File: src/rtl/mem_port_arbiter.sv
// =============================================================================
// Module  : mem_port_arbiter
// Brief   : Shares one single-port synchronous RAM between CPU and DMA ports.
// Rev     : 1.0
// =============================================================================
`default_nettype none

module mem_port_arbiter #(
    parameter int ADDR_W    = 8,
    parameter int DATA_W    = 8,
    parameter int MAX_BURST = 4
) (
    input  logic              clk,
    input  logic              reset_n,
    input  logic              cpu_req,
    input  logic              cpu_we,
    input  logic [ADDR_W-1:0] cpu_addr,
    input  logic [DATA_W-1:0] cpu_wdata,
    output logic              cpu_gnt,
    output logic              cpu_rvalid,
    output logic [DATA_W-1:0] cpu_rdata,
    output logic              cpu_stall,
    input  logic              dma_req,
    input  logic              dma_we,
    input  logic              dma_lock,
    input  logic [ADDR_W-1:0] dma_addr,
    input  logic [DATA_W-1:0] dma_wdata,
    output logic              dma_gnt,
    output logic              dma_rvalid,
    output logic [DATA_W-1:0] dma_rdata,
    output logic [ADDR_W-1:0] mem_addr,
    output logic [DATA_W-1:0] mem_wdata,
    output logic              mem_we,
    input  logic [DATA_W-1:0] mem_rdata
);

    localparam logic [1:0] c_IDLE    = 2'd0;
    localparam logic [1:0] c_OWN_CPU = 2'd1;
    localparam logic [1:0] c_OWN_DMA = 2'd2;

    localparam int               CNT_W       = 4;
    localparam logic [CNT_W-1:0] c_MAX_BURST = CNT_W'(MAX_BURST);

    logic [1:0]        state_q, state_d;
    logic              last_dma_q, last_dma_d;
    logic [CNT_W-1:0]  burst_cnt_q, burst_cnt_d;
    logic [ADDR_W-1:0] mem_addr_q, mem_addr_d;
    logic [DATA_W-1:0] mem_wdata_q, mem_wdata_d;
    logic              mem_we_q, mem_we_d;
    logic              rtag_valid_q;
    logic              rtag_dma_q;
    logic [DATA_W-1:0] cpu_rdata_q;
    logic [DATA_W-1:0] dma_rdata_q;

    // burst_cnt counts DMA grants issued while the CPU waits, including the
    // grant now being entered, so a locked burst yields exactly MAX_BURST grants.
    always_comb begin
        state_d = c_IDLE;
        if (cpu_req && dma_req) begin
            if (state_q == c_OWN_DMA && dma_lock && burst_cnt_q < c_MAX_BURST) begin
                state_d = c_OWN_DMA;
            end else if (last_dma_q) begin
                state_d = c_OWN_CPU;
            end else begin
                state_d = c_OWN_DMA;
            end
        end else if (cpu_req) begin
            state_d = c_OWN_CPU;
        end else if (dma_req) begin
            state_d = c_OWN_DMA;
        end
    end

    always_comb begin
        last_dma_d  = last_dma_q;
        burst_cnt_d = '0;
        mem_addr_d  = mem_addr_q;
        mem_wdata_d = mem_wdata_q;
        mem_we_d    = 1'b0;
        if (state_d == c_OWN_CPU) begin
            last_dma_d  = 1'b0;
            mem_addr_d  = cpu_addr;
            mem_wdata_d = cpu_wdata;
            mem_we_d    = cpu_we;
        end else if (state_d == c_OWN_DMA) begin
            last_dma_d  = 1'b1;
            mem_addr_d  = dma_addr;
            mem_wdata_d = dma_wdata;
            mem_we_d    = dma_we;
            if (cpu_req) begin
                burst_cnt_d = (burst_cnt_q < c_MAX_BURST) ? burst_cnt_q + 1'b1 : burst_cnt_q;
            end
        end
    end

    always_ff @(posedge clk or negedge reset_n) begin
        if (!reset_n) begin
            state_q      <= c_IDLE;
            last_dma_q   <= 1'b1;
            burst_cnt_q  <= '0;
            mem_addr_q   <= '0;
            mem_wdata_q  <= '0;
            mem_we_q     <= 1'b0;
            rtag_valid_q <= 1'b0;
            rtag_dma_q   <= 1'b0;
            cpu_rdata_q  <= '0;
            dma_rdata_q  <= '0;
        end else begin
            state_q      <= state_d;
            last_dma_q   <= last_dma_d;
            burst_cnt_q  <= burst_cnt_d;
            mem_addr_q   <= mem_addr_d;
            mem_wdata_q  <= mem_wdata_d;
            mem_we_q     <= mem_we_d;
            // Tag the read issued this cycle; the RAM returns it next cycle.
            rtag_valid_q <= (state_q != c_IDLE) && !mem_we_q;
            rtag_dma_q   <= (state_q == c_OWN_DMA);
            if (cpu_rvalid) begin
                cpu_rdata_q <= mem_rdata;
            end
            if (dma_rvalid) begin
                dma_rdata_q <= mem_rdata;
            end
        end
    end

    assign cpu_gnt    = (state_q == c_OWN_CPU);
    assign dma_gnt    = (state_q == c_OWN_DMA);
    assign cpu_stall  = cpu_req & ~cpu_gnt;
    assign cpu_rvalid = rtag_valid_q & ~rtag_dma_q;
    assign dma_rvalid = rtag_valid_q &  rtag_dma_q;
    assign cpu_rdata  = cpu_rvalid ? mem_rdata : cpu_rdata_q;
    assign dma_rdata  = dma_rvalid ? mem_rdata : dma_rdata_q;
    assign mem_addr   = mem_addr_q;
    assign mem_wdata  = mem_wdata_q;
    assign mem_we     = mem_we_q;

endmodule

`default_nettype wire
File: config.mk
export PLATFORM = sky130hd
export DESIGN_NAME = mem_port_arbiter
export DESIGN_NICKNAME = d
export VERILOG_FILES = /design/src/rtl/mem_port_arbiter.sv
export SDC_FILE = /design/constraint.sdc
export NUM_CORES = 1
export LEC_CHECK = 0
export BUFFER_PORTS_ARGS = -buffer_cell sky130_fd_sc_hd__buf_2
export CORE_AREA = 2 2 67 69
export DETAILED_ROUTE_END_ITERATION = 10
export DIE_AREA = 0 0 69 71
export GPL_TIMING_DRIVEN = 0
export HOLD_SLACK_MARGIN = 0.05
export PLACE_DENSITY = 0.77
export SETUP_SLACK_MARGIN = 0.5
export SLEW_MARGIN = 40
export SYNTH_ARGS = -nofsm -noshare
export SYNTH_HDL_FRONTEND = slang
export SYNTH_SLANG_ARGS = --single-unit
File: constraint.sdc
create_clock -name clk -period 2.2 [get_ports clk]
set_input_delay 0.33 -clock clk [delete_from_list [all_inputs] [get_ports clk]]
set_output_delay 0.33 -clock clk [all_outputs]
set_load 0.01 [all_outputs]
# Word-level counts from Yosys, hierarchy flattened
# Index checks and enable logic that the tools add are counted.
classes:
  add_sub_neg: 1
  magnitude_cmp: 1
  n_eq_ne: 5
  n_mux: 19
  bitwise_logic: 5
  reduce_logical: 7
ops:
  columns: ["op", "count"]
  rows:
  - ["2-to-1 mux 8 bit", 6]
  - ["2-to-1 mux 4 bit", 4]
  - ["2-to-1 mux 2 bit", 5]
  - ["adder 4 x 1 -> 4 bit, second input constant", 1]
  - ["equality test 2 x 1 -> 1 bit, second input constant", 2]
  - ["equality test 2 bit, second input constant", 2]
  - ["logical AND 1 bit", 4]
  - ["< comparator 4 x 3 -> 1 bit, second input constant", 1]
  - ["2-to-1 mux 1 bit", 4]
  - ["inequality test 4 x 3 -> 1 bit, second input constant", 1]
  - ["nonzero test 2 bit", 2]
  - ["AND 1 bit", 3]
  - ["inverter 1 bit", 2]
  - ["logical NOT 1 bit", 1]
word_totals:
  reg_bits: 42
  in_bits: 47
  out_inout_bits: 38
  elab_cells: 48

# Depth between registers and ports, before layout
logic_depth:
  depth_word: 8
  mapped_depth: 7
  depth_no_buf: 5

# Worst setup path after synthesis
# Ideal clock, no wire load.
synth_path:
  path_kind: "register to register"
  startpoint: "reg burst_cnt_q[3]"
  endpoint: "reg burst_cnt_q[0]"
  setup_time_ns: 0.078
  t_arrival_ns: 1.583
  required_time_ns: 2.122
  setup_slack_ns: 0.539
  path_stages_with_launch: 7
  path_buffers: 1
  period_less_slack_ns: 1.661
  path_cell_list: "dfrtp_1 -> or2_1 -> o221a_2 -> ha_1 -> buf_4 -> nand3b_1 -> a21oi_1"
synth_via:
  elab_chain_cells: 7
  elab_cells_between_ends: 9
  cone_classes: "order compare: 1; eq/ne: 3; mux: 4; reduce/logical: 1"
synth_rtl:
  columns: ["element", "line", "source"]
  rows:
  - ["start: declaration", "46", "logic [CNT_W-1:0] burst_cnt_q, burst_cnt_d;"]
  - ["start signal: assignment", "111", "burst_cnt_q <= burst_cnt_d;"]
  - ["< comparator 4 x 3 -> 1 bit *", "60", "if (state_q == c_OWN_DMA && dma_lock && burst_cnt_q < c_MAX_BURST) begin"]
  - ["logical AND 1 bit *", "60", null]
  - ["2-to-1 mux 2 bit *", "60", null]
  - ["2-to-1 mux 2 bit *", "59", "if (cpu_req && dma_req) begin"]
  - ["net state_d[0]", "44", "logic [1:0] state_q, state_d;"]
  - ["equality test 2 bit", "85", "end else if (state_d == c_OWN_DMA) begin"]
  - ["2-to-1 mux 4 bit", "85", null]
  - ["2-to-1 mux 4 bit", "80", "if (state_d == c_OWN_CPU) begin"]
# Mark *: on every way through the listed nets, which the timed path passes. The rest lies on a longest branch.
# A chain may end at the register's enable or synchronous reset.

# Worst setup path in the final report
layout_path:
  startpoint: "reg rtag_dma_q"
  endpoint: "out cpu_rdata[7]"
layout_via:
  elab_chain_cells: 3
layout_rtl:
  columns: ["element", "line", "source"]
  rows:
  - ["start: declaration", "51", "logic rtag_dma_q;"]
  - ["start signal: assignment", "117", "rtag_dma_q <= (state_q == c_OWN_DMA);"]
  - ["inverter 1 bit", "130", "assign cpu_rvalid = rtag_valid_q & ~rtag_dma_q;"]
  - ["AND 1 bit", "130", null]
  - ["2-to-1 mux 8 bit", null, null]
  - ["end: declaration", "21", "output logic [DATA_W-1:0] cpu_rdata,"]
# No other way between the ends.

==> impl_metrics.yaml <==
status:
  status: "completed"
synth:
  yosys.area.top_type: "dfrtp_1"
  syn_area_um2: 1859
  yosys_warnings: 0
  synth_top_area_share_pct: 55.18
  syn-num-nets: 201
  synthTopCellsByArea: "dfrtp_1 55%, mux2i_1 9.2%, mux2_4 6.5%, o21ai_0 5.1%, mux2_2 4.8%"
  ys_seq_area_share_pct: 56.59
  syn_area_per_cell_um2: 12.31
  synth_cell_types: 30
  postSynthCellCount: 151
  ys_seq_elements: 42
sta:
  finClkSkew_ps: 5.064
  tightest_slew_ps: 509.9
  fin_crit_sh_pct: 81.04
  period_needed_ps: 1783
  slew_viol_final: 0
  hold_violations: 0
  setup_viol: 0
  timing.setup.tns_ps: 0
  slew_headroom_pct: 66.00
  rsz0062_at_grt: "true"
  fmax_mhz: 560.9
  setup_slack_ps: 417.0
route:
  wl_um: 4430
  num_vias: 1539
  viasPerCell: 4.997
  drc: 0
  first_pass_iters: 4
  wl_per_cell_um: 14.38
  drt_iter0_markers: 66
  antenna_left: 0
placement:
  io_buffers: 84
  place.gp.congestion: 0.7930
  dp_worst_setup_slack_ps: 188.5
  post-dp-hpwl_um: 2933
pwr:
  leakage_nw: 1.427
  powerDensity_nw_per_um2: 1225
  peakVddDrop_mv: 0.7303
critical_path:
  cp_num_buf_inv: 2
  critPathMaxFanout: 9
  cp-startpoint: "rtag_dma_q"
  critPathKind: "reg2out"
  crit_path_end_kind: "output pin"
  crit_path_max_incr_delay_ps: 420
  crit_slowest_cell: "dfrtp_1"
  start_kind: "flip-flop"
  cpLargestDelayFamily: "flip-flops"
  path_cells: "nor2b_4 -> buf_8 -> mux2_4 -> buf_2"
  required_ps: 1870
  r2r_start: "state_q[0]"
  arrival_ps: 1450
floorplan:
  rows: 24
  die_area_um2: 4899
  coreArea_um2: 4204
  pin_count: 85
  start_util_pct: 44.23
  die_h_um: 71
  die_w_um: 69
final_layout:
  area_delta_synth_final_pct: 51.95
  nFillCells: 301
  nets: 305
  antennaDiodeCount: 0
  post_route_cells_drive_above_1_share_pct: 62.50
clocking:
  cts_max_level: 2
  cts_tree: "yes"
  clk_pin_slew_ps: 70
  clockBufferDepth: 2
  root_buffer: "clkbuf_8"
  cts_buffers: 5
  clock_sinks: 42
  clock_latency_ps: 280
worst_hold_path:
  min_from: "cpu_we"
  hold_class: "in2reg"
grt:
  antenna_found_initial: 0
  grt_pass1_wl_um: 6561
  grt_pass1_vias: 1415
  grt.overflow.total: 0
  grt_usage_pct: 16.97
  grt_max_degree: 43
run:
  drv_cap: 0
-- stage by stage --
stage / cells / total power [mW] / utilization, % / area, um2 / hold slack, ps
4_1_cts: 302 / 3.107 / 61.13 / 2570 / 273.6
3_3_place_gp: 287 / 2.417 / 55.77 / 2345 / 413.2
3_5_place_dp: 287 / 2.463 / 55.83 / 2347 / 337.4
5_1_grt: 308 / 3.674 / 67.20 / 2825 / 269.4
2_1_floorplan: 151 / 1.960 / - / 1859 / 34.41
6_report: 308 / 3.460 / 67.20 / 2825 / 258.6
-- metal layers --
| layer | wire, um | vias to the layer above | GRT usage [%] |
|---|---|---|---|
| met5 | 0 | - | 0 |
| met4 | 125 | 0 | 5.882 |
| met3 | 379 | 12 | 5.983 |
| met2 | 2187 | 80 | 26.60 |
| met1 | 1737 | 718 | 22.07 |
| li1 | - | 729 | - |
-- worst paths after layout --
kind	cells past startpoint	end	slack (ps)
worst max-delay path	4	cpu_rdata[7]	420
worst min-delay path	3	mem_we	260
worst max register to register	6	burst_cnt_q[1]	460
worst min register to register	1	rtag_valid_q	440
max in group asynchronous	2	last_dma_q	1270
min in group asynchronous	2	cpu_rdata_q[7]	560
-- layout make-up --
type | count | area, um2 | area share [%]
buffer | 7 | 101.3 | 3.587
inverter | 5 | 18.77 | 0.6643
sequential | 42 | 1052 | 37.25
timing repair buffer | 97 | 605.6 | 21.43
clock buffer | 8 | 110.1 | 3.897
tap | 52 | 65.06 | 2.303
multi-input combinational | 97 | 872.1 | 30.87
-- synthesized netlist by cell type (all sizes together) --
| cell | instances |
|---|---|
| dfrtp | 41 |
| nand2 | 20 |
| o21ai | 19 |
| mux2i | 17 |
| mux2 | 16 |
| buf | 5 |
| inv | 5 |
| nor2 | 4 |
| nor2b | 4 |
| a21oi | 3 |
| ha | 3 |
| clkbuf | 2 |
| a22o | 1 |
| a22oi | 1 |
| and4b | 1 |
| dfstp | 1 |
| nand2b | 1 |
| nand3b | 1 |
| nand4b | 1 |
| o221a | 1 |
| o221ai | 1 |
| or2 | 1 |
| or3 | 1 |
| or3b | 1 |
-- where the power goes --
part | internal [mW] | switching, mW
clock | 0.316 | 0.239
sequential | 1.10 | 0.172
combinational | 0.876 | 0.762
-- logic make-up after synthesis --
family,Yosys count,synth area share [%]
DFF,42,56.59
and+or+nand+nor,35,9.624
muxes,33,20.46
AOI/OAI and AO/OA,26,7.873
buffers and inverters,12,3.431
adders and majority gates,3,2.019
-- worst register-to-register path: stages, from the launching register on --
cell and delay, ps:
dfrtp_1 400, nand4b_1 240, o221a_2 300, ha_4 180
buf_8 140, nand3b_1 250, a21oi_1 160
-- state kept, by name (all words and copies together), names as in the netlist --
signal / cells
burst_cnt_q: 4
cpu_rdata_q: 8
dma_rdata_q: 8
last_dma_q: 1
mem_addr: 8
mem_wdata: 8
mem_we: 1
rtag_dma_q: 1
rtag_valid_q: 1
state_q: 2
-- cells in the final DEF, fill, tap and decap left out, drive strengths merged --
| cell type | instances |
|---|---|
| nand2b | 1 |
| mux2 | 16 |
| ha | 3 |
| o21ai | 19 |
| buf | 99 |
| or3 | 1 |
| or2 | 1 |
| dfrtp | 41 |
| dlygate4sd3 | 1 |
| nand4b | 1 |
| o221ai | 1 |
| dfstp | 1 |
| mux2i | 17 |
| and4b | 1 |
| nand3b | 1 |
| inv | 5 |
| nor2 | 4 |
| a21oi | 3 |
| o221a | 1 |
| nor2b | 4 |
| clkbuf | 12 |
| a22o | 1 |
| a22oi | 1 |
| or3b | 1 |
| nand2 | 20 |
-- timing repair --
action	CTS	global route
setup endpoints to repair	38	37
pin swaps	2	6
resized for setup	12	56
endpoints found under the hold margin	41	0
hold buffers	1	0
buffers inserted	6	2
cloned	0	4
(Power assumes the default switching activity.)
